==> config.mk <==
export PLATFORM = sky130hd
export DESIGN_NAME = fetch_align_buffer
export DESIGN_NICKNAME = d
export VERILOG_FILES = /design/src/rtl/fetch_align_buffer.sv
export SDC_FILE = /design/constraint.sdc
export NUM_CORES = 1
export LEC_CHECK = 0
export CAP_MARGIN = 20
export CORE_MARGIN = 3
export CORE_UTILIZATION = 40
export DETAILED_ROUTE_END_ITERATION = 6
export DONT_BUFFER_PORTS = 1
export GPL_TIMING_DRIVEN = 0
export HOLD_SLACK_MARGIN = 0.1
export PLACE_DENSITY = 0.61
export SETUP_SLACK_MARGIN = 0.2
export SYNTH_ARGS = -nofsm -noshare
export SYNTH_HDL_FRONTEND = slang
export SYNTH_SLANG_ARGS = --single-unit
==> constraint.sdc <==
create_clock -name clock -period 4.16 [get_ports clock]
set_input_delay 0.416 -clock clock [delete_from_list [all_inputs] [get_ports clock]]
set_output_delay 0.416 -clock clock [all_outputs]
set_load 0.02 [all_outputs]
==> src/rtl/fetch_align_buffer.sv <==
// Halfword fetch queue: re-aligns 16/32-bit instructions across word boundaries.
// Optional compressed-instruction support is enabled by defining FETCH_BUFFER_COMPRESSED_EN.
module fetch_align_buffer #(
  parameter int DEPTH = 8
) (
  input  logic        clock,
  input  logic        reset,
  input  logic [31:0] pc_i,
  input  logic [31:0] rdata_i,
  input  logic        error_i,
  input  logic        ready_i,
  input  logic        clear_i,
  input  logic        stall_i,
  output logic [31:0] pc_o,
  output logic [31:0] instr_o,
  output logic        miss_o,
  output logic        done_o,
  output logic        stall_o
);
  localparam int PW = $clog2(DEPTH);
  localparam int CW = PW + 1;

  logic [15:0]   hw_q  [DEPTH];
  logic [31:0]   pc_q  [DEPTH];
  logic          err_q [DEPTH];
  logic [PW-1:0] rptr, wptr, rptr1, wptr1;
  logic [CW-1:0] count, push_n, pop_n, need, free;
  logic          push_req, push_ok, hi_only, is32, avail, load_en;
  logic [15:0]   h0, h1;
  logic [31:0]   base_pc, instr_next;
  logic          miss_next;
  logic          unused_pc_lsb;

  assign unused_pc_lsb = ^pc_i[1:0];

`ifdef FETCH_BUFFER_COMPRESSED_EN
  assign hi_only = pc_i[1];
`else
  assign hi_only = 1'b0;
`endif

  assign base_pc  = {pc_i[31:2], 2'b00};
  assign push_n   = hi_only ? CW'(1) : CW'(2);
  assign free     = CW'(DEPTH) - count;
  assign push_req = ready_i & ~clear_i;
  assign push_ok  = push_req && (free >= push_n);
  assign wptr1    = wptr + PW'(1);
  assign rptr1    = rptr + PW'(1);

  assign h0 = hw_q[rptr];
  assign h1 = hw_q[rptr1];

`ifdef FETCH_BUFFER_COMPRESSED_EN
  assign is32       = (h0[1:0] == 2'b11);
  assign instr_next = is32 ? {h1, h0} : {16'h0000, h0};
`else
  assign is32       = 1'b1;
  assign instr_next = {h1, h0};
`endif

  assign need      = is32 ? CW'(2) : CW'(1);
  assign avail     = (count >= need);
  assign miss_next = err_q[rptr] | (is32 & err_q[rptr1]);
  assign load_en   = ~done_o | ~stall_i;
  assign pop_n     = (load_en && avail && !clear_i) ? need : CW'(0);
  assign stall_o   = (count > CW'(DEPTH - 4));

  // Storage carries no reset: entries are only visible through count.
  always_ff @(posedge clock) begin
    if (!reset && push_ok) begin
      if (hi_only) begin
        hw_q[wptr]  <= rdata_i[31:16];
        pc_q[wptr]  <= pc_i;
        err_q[wptr] <= error_i;
      end else begin
        hw_q[wptr]   <= rdata_i[15:0];
        pc_q[wptr]   <= base_pc;
        err_q[wptr]  <= error_i;
        hw_q[wptr1]  <= rdata_i[31:16];
        pc_q[wptr1]  <= base_pc + 32'd2;
        err_q[wptr1] <= error_i;
      end
    end
  end

  always_ff @(posedge clock) begin
    if (reset) begin
      rptr    <= '0;
      wptr    <= '0;
      count   <= '0;
      pc_o    <= '0;
      instr_o <= '0;
      miss_o  <= 1'b0;
      done_o  <= 1'b0;
    end else if (clear_i) begin
      rptr   <= '0;
      wptr   <= '0;
      count  <= '0;
      miss_o <= 1'b0;
      done_o <= 1'b0;
    end else begin
      if (push_ok) wptr <= wptr + PW'(push_n);
      count <= count + (push_ok ? push_n : CW'(0)) - pop_n;
      if (load_en) begin
        if (avail) begin
          pc_o    <= pc_q[rptr];
          instr_o <= instr_next;
          miss_o  <= miss_next;
          done_o  <= 1'b1;
          rptr    <= rptr + PW'(need);
        end else begin
          done_o <= 1'b0;
        end
      end
    end
  end

`ifndef SYNTHESIS
  a_no_overflow: assert property (@(posedge clock) disable iff (reset)
    !(push_req && !push_ok));
`endif

endmodule

==> impl_metrics.yaml, run 1 <==
layout:
  layout_common_cells: "edfxtp_1, nand2_1, dfxtp_1, a21oi_1, mux4_2"
  fin_cells: 1179
  final_common_cell: "edfxtp_1"
  nFillCells: 2438
  layout.nets: 847
  multi_input_area_um2: 2570
  seq_area_um2: 9030
  synthToLayoutAreaGrowth_pct: 19.8
  drive_above_1_share_pct: 19.0
  design_area_um2: 14200
  final_util_pct: 49.1
clock_tree:
  clk_pin_slew_ns: 0.06
  clk_latency_ns: 0.50
  cts_buffer_depth: 3
  cts_tree: "built"
  cts_buffers: 35
  htreeDepth: 2
  cts_root_buf: "clkbuf_16"
  clkSinkCount: 325
grt:
  grt_max_degree: 54
  grt_usage_pct: 15.0
  overflow: 0
  antenna_found_initial: 1
  grt_pass1_wl_um: 36300
  grt_pass1_vias: 6360
die:
  io_pins: 137
  initial_core_util_pct: 41.0
  die_y_um: 178
  dieArea_um2: 31800
  rows: 62
  die_x_um: 178
  core_area_um2: 29000
setup_path:
  path_max_fanout: 10
  arrival_ns: 3.46
  critPathKind: "reg -> reg"
  crit_required_ns: 4.53
  end_kind: "flip-flop"
  startpoint_type: "flip-flop"
power:
  p_int_mw: 6.03
  p_leak_nw: 4.54
  power_switching_mw: 2.09
  finalPower_mw: 8.12
  pwr-share-clk_pct: 36.4
  p_comb_share_pct: 14.2
  vdd_drop_max_mv: 0.457
  power.density_nw_per_um2: 571
  p_sw_share_pct: 25.8
  pwr-share-seq_pct: 49.3
timing:
  finalSetupViolCount: 0
  finClkSkew_ns: 0.0118
  max_slew_margin_pct: 30.0
  post-route-period-util_pct: 74.3
  max_freq_mhz: 323
  slew_viol_final: 0
  whs_ns: 0.211
  final-hold-violation-count: 0
  finalCriticalPeriod_ns: 3.09
  rsz0062_at_grt: "false"
  worst-slew-pin-transition_ns: 1.05
placement:
  portBuffers: 0
  post-place-cells: 1052
  dp_hpwl_um: 14700
  dpl-instance-area_um2: 12500
  gp_congestion: 0.747
routing:
  routed_via_density: 5.07
  vias: 5977
  drt_iter0_drc: 327
  dr.pass1.iters: 4
  route.detailed.drc: 0
  final_antenna_net_count: 0
  finalWirelength_um: 23800
  routedWlPerCell_um: 20.2
run:
  max-cap-violations: 0
yosys:
  yosys_warnings: 0
  synth_top_area_cell: "edfxtp_1"
  syn_inst: 663
  synth.distinct_cells: 28
  synth-edff-count: 252
  netlist_area_um2: 11900
  avgSynthCellArea_um2: 17.9
  ys.flop_type: "edfxtp_1"
  async_reset_ff_share_pct: 0
  netlist.area_leader.share_pct: 63.7
  ys_seq_elements: 325
  ys_seq_area_share_pct: 76.0
  synth_area_leaders: "edfxtp_1, dfxtp_1, mux4_2, nand2_1, a21oi_1"
status:
  status: "finished, final reports clean"
worst_hold_path:
  min_path_type: "in -> reg"
-- flip-flops by register name, summed over array words and instances, names as in the netlist, named ones only --
register,cells
done_o,1
hw_q,128
pc_q,120
count,3
instr_o,32
err_q,4
wptr,2
miss_o,1
pc_o,30
rptr,2
-- path summary, 6_finish.rpt --
kind / slack, ns / to / startpoint / cells past startpoint
setup / recovery: 1.07 / count[3] / count[2] / 12
hold reg to reg: 0.56 / instr_o[16] / instr_o[16] / 2
hold / removal: 0.21 / count[2] / clear_i / 2
setup reg to reg: 1.07 / count[3] / count[2] / 12
-- power groups by stage --
stage / logic [mW] / clock network (mW) / registers, mW
2_1_floorplan: 0.840 / 0 / 4.03
3_3_place_gp: 1.06 / 0 / 4.08
3_5_place_dp: 1.11 / 0 / 4.08
4_1_cts: 1.19 / 3.04 / 4.01
5_1_grt: 1.29 / 3.18 / 4.03
6_report: 1.16 / 2.96 / 4.01
-- logic make-up (layout without fill, tap and decap cells) --
logic type,after synthesis,count (layout),synth area share (%)
adder cells (fa/ha/maj),9,9,1.07
flip-flops,325,325,76.0
buffers and inverters,45,174,2.61
AND/OR/NAND/NOR,147,147,4.90
XOR/XNOR,5,5,0.369
multiplexers,65,65,12.2
AO/OA/AOI/OAI,66,66,2.81
other,1,4,0.0316
-- stage by stage --
stage                     setup WS (ns)  TNS, ns
after floorplan                    1.15        0
after global placement           -0.399   -94.01
after detailed placement          0.980        0
after CTS                         0.978        0
after global routing              0.825        0
final                              1.07        0
-- routing by layer --
metal / up-vias / share of wire, % / track usage, %
met4: 0 / 1.9 / 4.09
met3: 35 / 6.3 / 4.15
met2: 144 / 50 / 25.5
li1: 2741 / - / -
met1: 3057 / 42 / 19.0
met5: - / 0 / 0
-- worst max-delay path, stage by stage, from the launching register on --
cell and delay (ns):
dfxtp_1 0.31, inv_1 0.12, ha_1 0.21, nand2b_1 0.12
nand3b_1 0.10, buf_2 0.37, clkinv_2 0.30, buf_4 0.27
fa_1 0.52, inv_1 0.06, fa_1 0.37, xor2_1 0.17
nor2_1 0.05
-- synth_stat cells, types with 4 or more instances --
cell      number
buf_12         5
inv_1          7
and3_1         4
buf_2         14
xor2_1         4
ha_1           7
dfxtp_1       73
mux4_2        64
nand2_1      126
clkbuf_1       8
nor2_1         8
edfxtp_1     252
buf_4          9
a21oi_1       65
-- what timing repair did --
| action | in CTS | in global routing |
|---|---|---|
| resized for setup | 0 | 0 |
| buffers inserted | 0 | 0 |
| endpoints found under the hold margin | 252 | 0 |
| hold buffers | 63 | 0 |
-- area by class of cell --
type | count | area share [%]
Clock buffer | 52 | 7.04
Antenna cell | 2 | 0.0352
Clock inverter | 10 | 0.729
Inverter | 8 | 0.220
Buffer | 37 | 1.96
Timing Repair Buffer | 67 | 5.20
Multi-Input combinational cell | 294 | 18.0
Tap cell | 384 | 3.37
Sequential cell | 325 | 63.4
Note: power is estimated with default switching activity, not from simulation.
==> run 2, diff against run 1 <==
--- a/config.mk
+++ b/config.mk
@@ -12,7 +12,7 @@
 export DONT_BUFFER_PORTS = 1
 export GPL_TIMING_DRIVEN = 0
 export HOLD_SLACK_MARGIN = 0.1
-export PLACE_DENSITY = 0.61
+export PLACE_DENSITY = 0.63
 export SETUP_SLACK_MARGIN = 0.2
 export SYNTH_ARGS = -nofsm -noshare
 export SYNTH_HDL_FRONTEND = slang
==> constraint.sdc (replaced) <==
create_clock -name clock -period 2.7 [get_ports clock]
set_input_delay 0.27 -clock clock [delete_from_list [all_inputs] [get_ports clock]]
set_output_delay 0.27 -clock clock [all_outputs]
set_load 0.02 [all_outputs]
==> impl_metrics.yaml, run 2 (synthesis results as in run 1) <==
die:
  die_y_um: 178
  dieArea_um2: 31800
  initial_core_util_pct: 41.0
  core_area_um2: 29000
  io_pins: 137
  die_x_um: 178
  rows: 62
routing:
  topRoutingLayerUsed: "met5"
  wl_met1_um: 10100
  wl_met2_um: 12300
  drt_iter0_drc: 343
  routed_via_density: 5.12
  routedWlPerCell_um: 20.9
  finalWirelength_um: 25000
  vias: 6118
  met3_length_um: 2000
  route.detailed.drc: 0
  dr.pass1.iters: 5
  final_antenna_net_count: 0
layout:
  fin_cells: 1196
  nFillCells: 2396
  layout.nets: 862
  design_area_um2: 14400
  synthToLayoutAreaGrowth_pct: 21.5
  top_regs: "hw_q (128), pc_q (120), instr_o (32)"
  final_util_pct: 49.7
  largest_reg_flops: 128
  layout_common_cells: "edfxtp_1, nand2_1, dfxtp_1, a21oi_1, dlygate4sd3_1"
  final_common_cell: "edfxtp_1"
  largest_register: "hw_q"
  drive_above_1_share_pct: 22.7
clock_tree:
  clk_pin_slew_ns: 0.06
  htreeDepth: 2
  clk_latency_ns: 0.51
  cts_buffers: 36
  cts_tree: "built"
  clkSinkCount: 325
  cts_root_buf: "clkbuf_16"
  cts_buffer_depth: 3
setup_path:
  path_max_fanout: 7
  critPathKind: "reg -> reg"
  startpoint_type: "flip-flop"
  arrival_ns: 2.79
  end_kind: "flip-flop"
  r2r_cells: 12
  crit_required_ns: 3.08
grt:
  grt_max_degree: 36
  antenna_found_initial: 3
  grt_pass1_wl_um: 38000
  overflow: 0
  grt_usage_pct: 15.8
  grt_pass1_vias: 6691
placement:
  portBuffers: 0
  dpl-instance-area_um2: 12500
  post-place-ws_ns: -0.505
  gp_congestion: 0.744
  post-place-cells: 1052
  dp_hpwl_um: 15200
timing:
  setup_ws_ns: 0.287
  whs_ns: 0.252
  rsz0062_at_grt: "false"
  slew_viol_final: 0
  setup_tns_ns: 0
  worst-slew-pin-transition_ns: 1.08
  final-hold-violation-count: 0
  max_freq_mhz: 414
  finalSetupViolCount: 0
  finalCriticalPeriod_ns: 2.41
  finClkSkew_ns: 0.00981
  max_slew_margin_pct: 28.2
  post-route-period-util_pct: 89.4
power:
  power.density_nw_per_um2: 888
  p_leak_nw: 4.65
  vdd_drop_max_mv: 0.535
  finalPower_mw: 12.8
worst_hold_path:
  min_path_type: "in -> reg"
  hold_depth: 5
status:
  status: "finished, final reports clean"
run:
  max-cap-violations: 0
-- run 2: changes by cell type in the layout (fill, tap and decap cells not counted), moves of 3 or more --
cell      delta
buf_4       +11
buf_12       +3
inv_4        +3
clkinv_2     +6
clkbuf_1     -4
dfxtp_1      -4
inv_1        -4
-- run 2: worst paths after layout --
kind         slack, ns        start           to
max               0.29     count[3]     count[3]
min               0.25      clear_i   instr_o[3]
max reg2reg       0.29     count[3]     count[3]
min reg2reg       0.55  instr_o[28]  instr_o[28]
-- run 2: repair_timing --
item                                    4_1_cts  5_1_grt
setup buffers                                 5        7
endpoints found under the setup margin        3      105
hold buffers                                 65        0
pin swaps                                     3        6
hold endpoints to repair                    254        0
resized for setup                            10       19
-- run 2: final cells by class --
| cell class | instances | area [µm²] | share of cell area, % |
|---|---|---|---|
| diodes | 1 | 2.50 | 0.0173 |
| plain buffers | 37 | 302 | 2.09 |
| clock buffers | 48 | 987 | 6.84 |
| clock inverters | 18 | 124 | 0.858 |
| inverters | 8 | 50.0 | 0.347 |
| multi-input cells | 294 | 2610 | 18.1 |
| flip-flops and latches | 325 | 9040 | 62.6 |
| well taps | 384 | 480 | 3.33 |
| repair buffers | 81 | 836 | 5.79 |
-- run 2: report_power, final --
group	switching, mW	internal (mW)
sequential	0.443	5.74
combinational	1.10	0.976
clock	1.87	2.68
-- run 2: critical path, cell delays in order (launching register included) --
cell	delay (ns)
dfxtp_4	0.35
inv_4	0.07
ha_4	0.15
nand2b_4	0.06
nand3b_1	0.11
buf_8	0.14
clkinv_8	0.07
buf_12	0.14
fa_1	0.50
inv_2	0.06
fa_2	0.38
xor2_1	0.17
nor2_1	0.06
-- run 2: routing by layer --
layer	global-route usage [%]	vias up
li1	-	2768
met1	19.9	3097
met2	26.3	202
met3	5.04	47
met4	4.97	4
met5	0	-
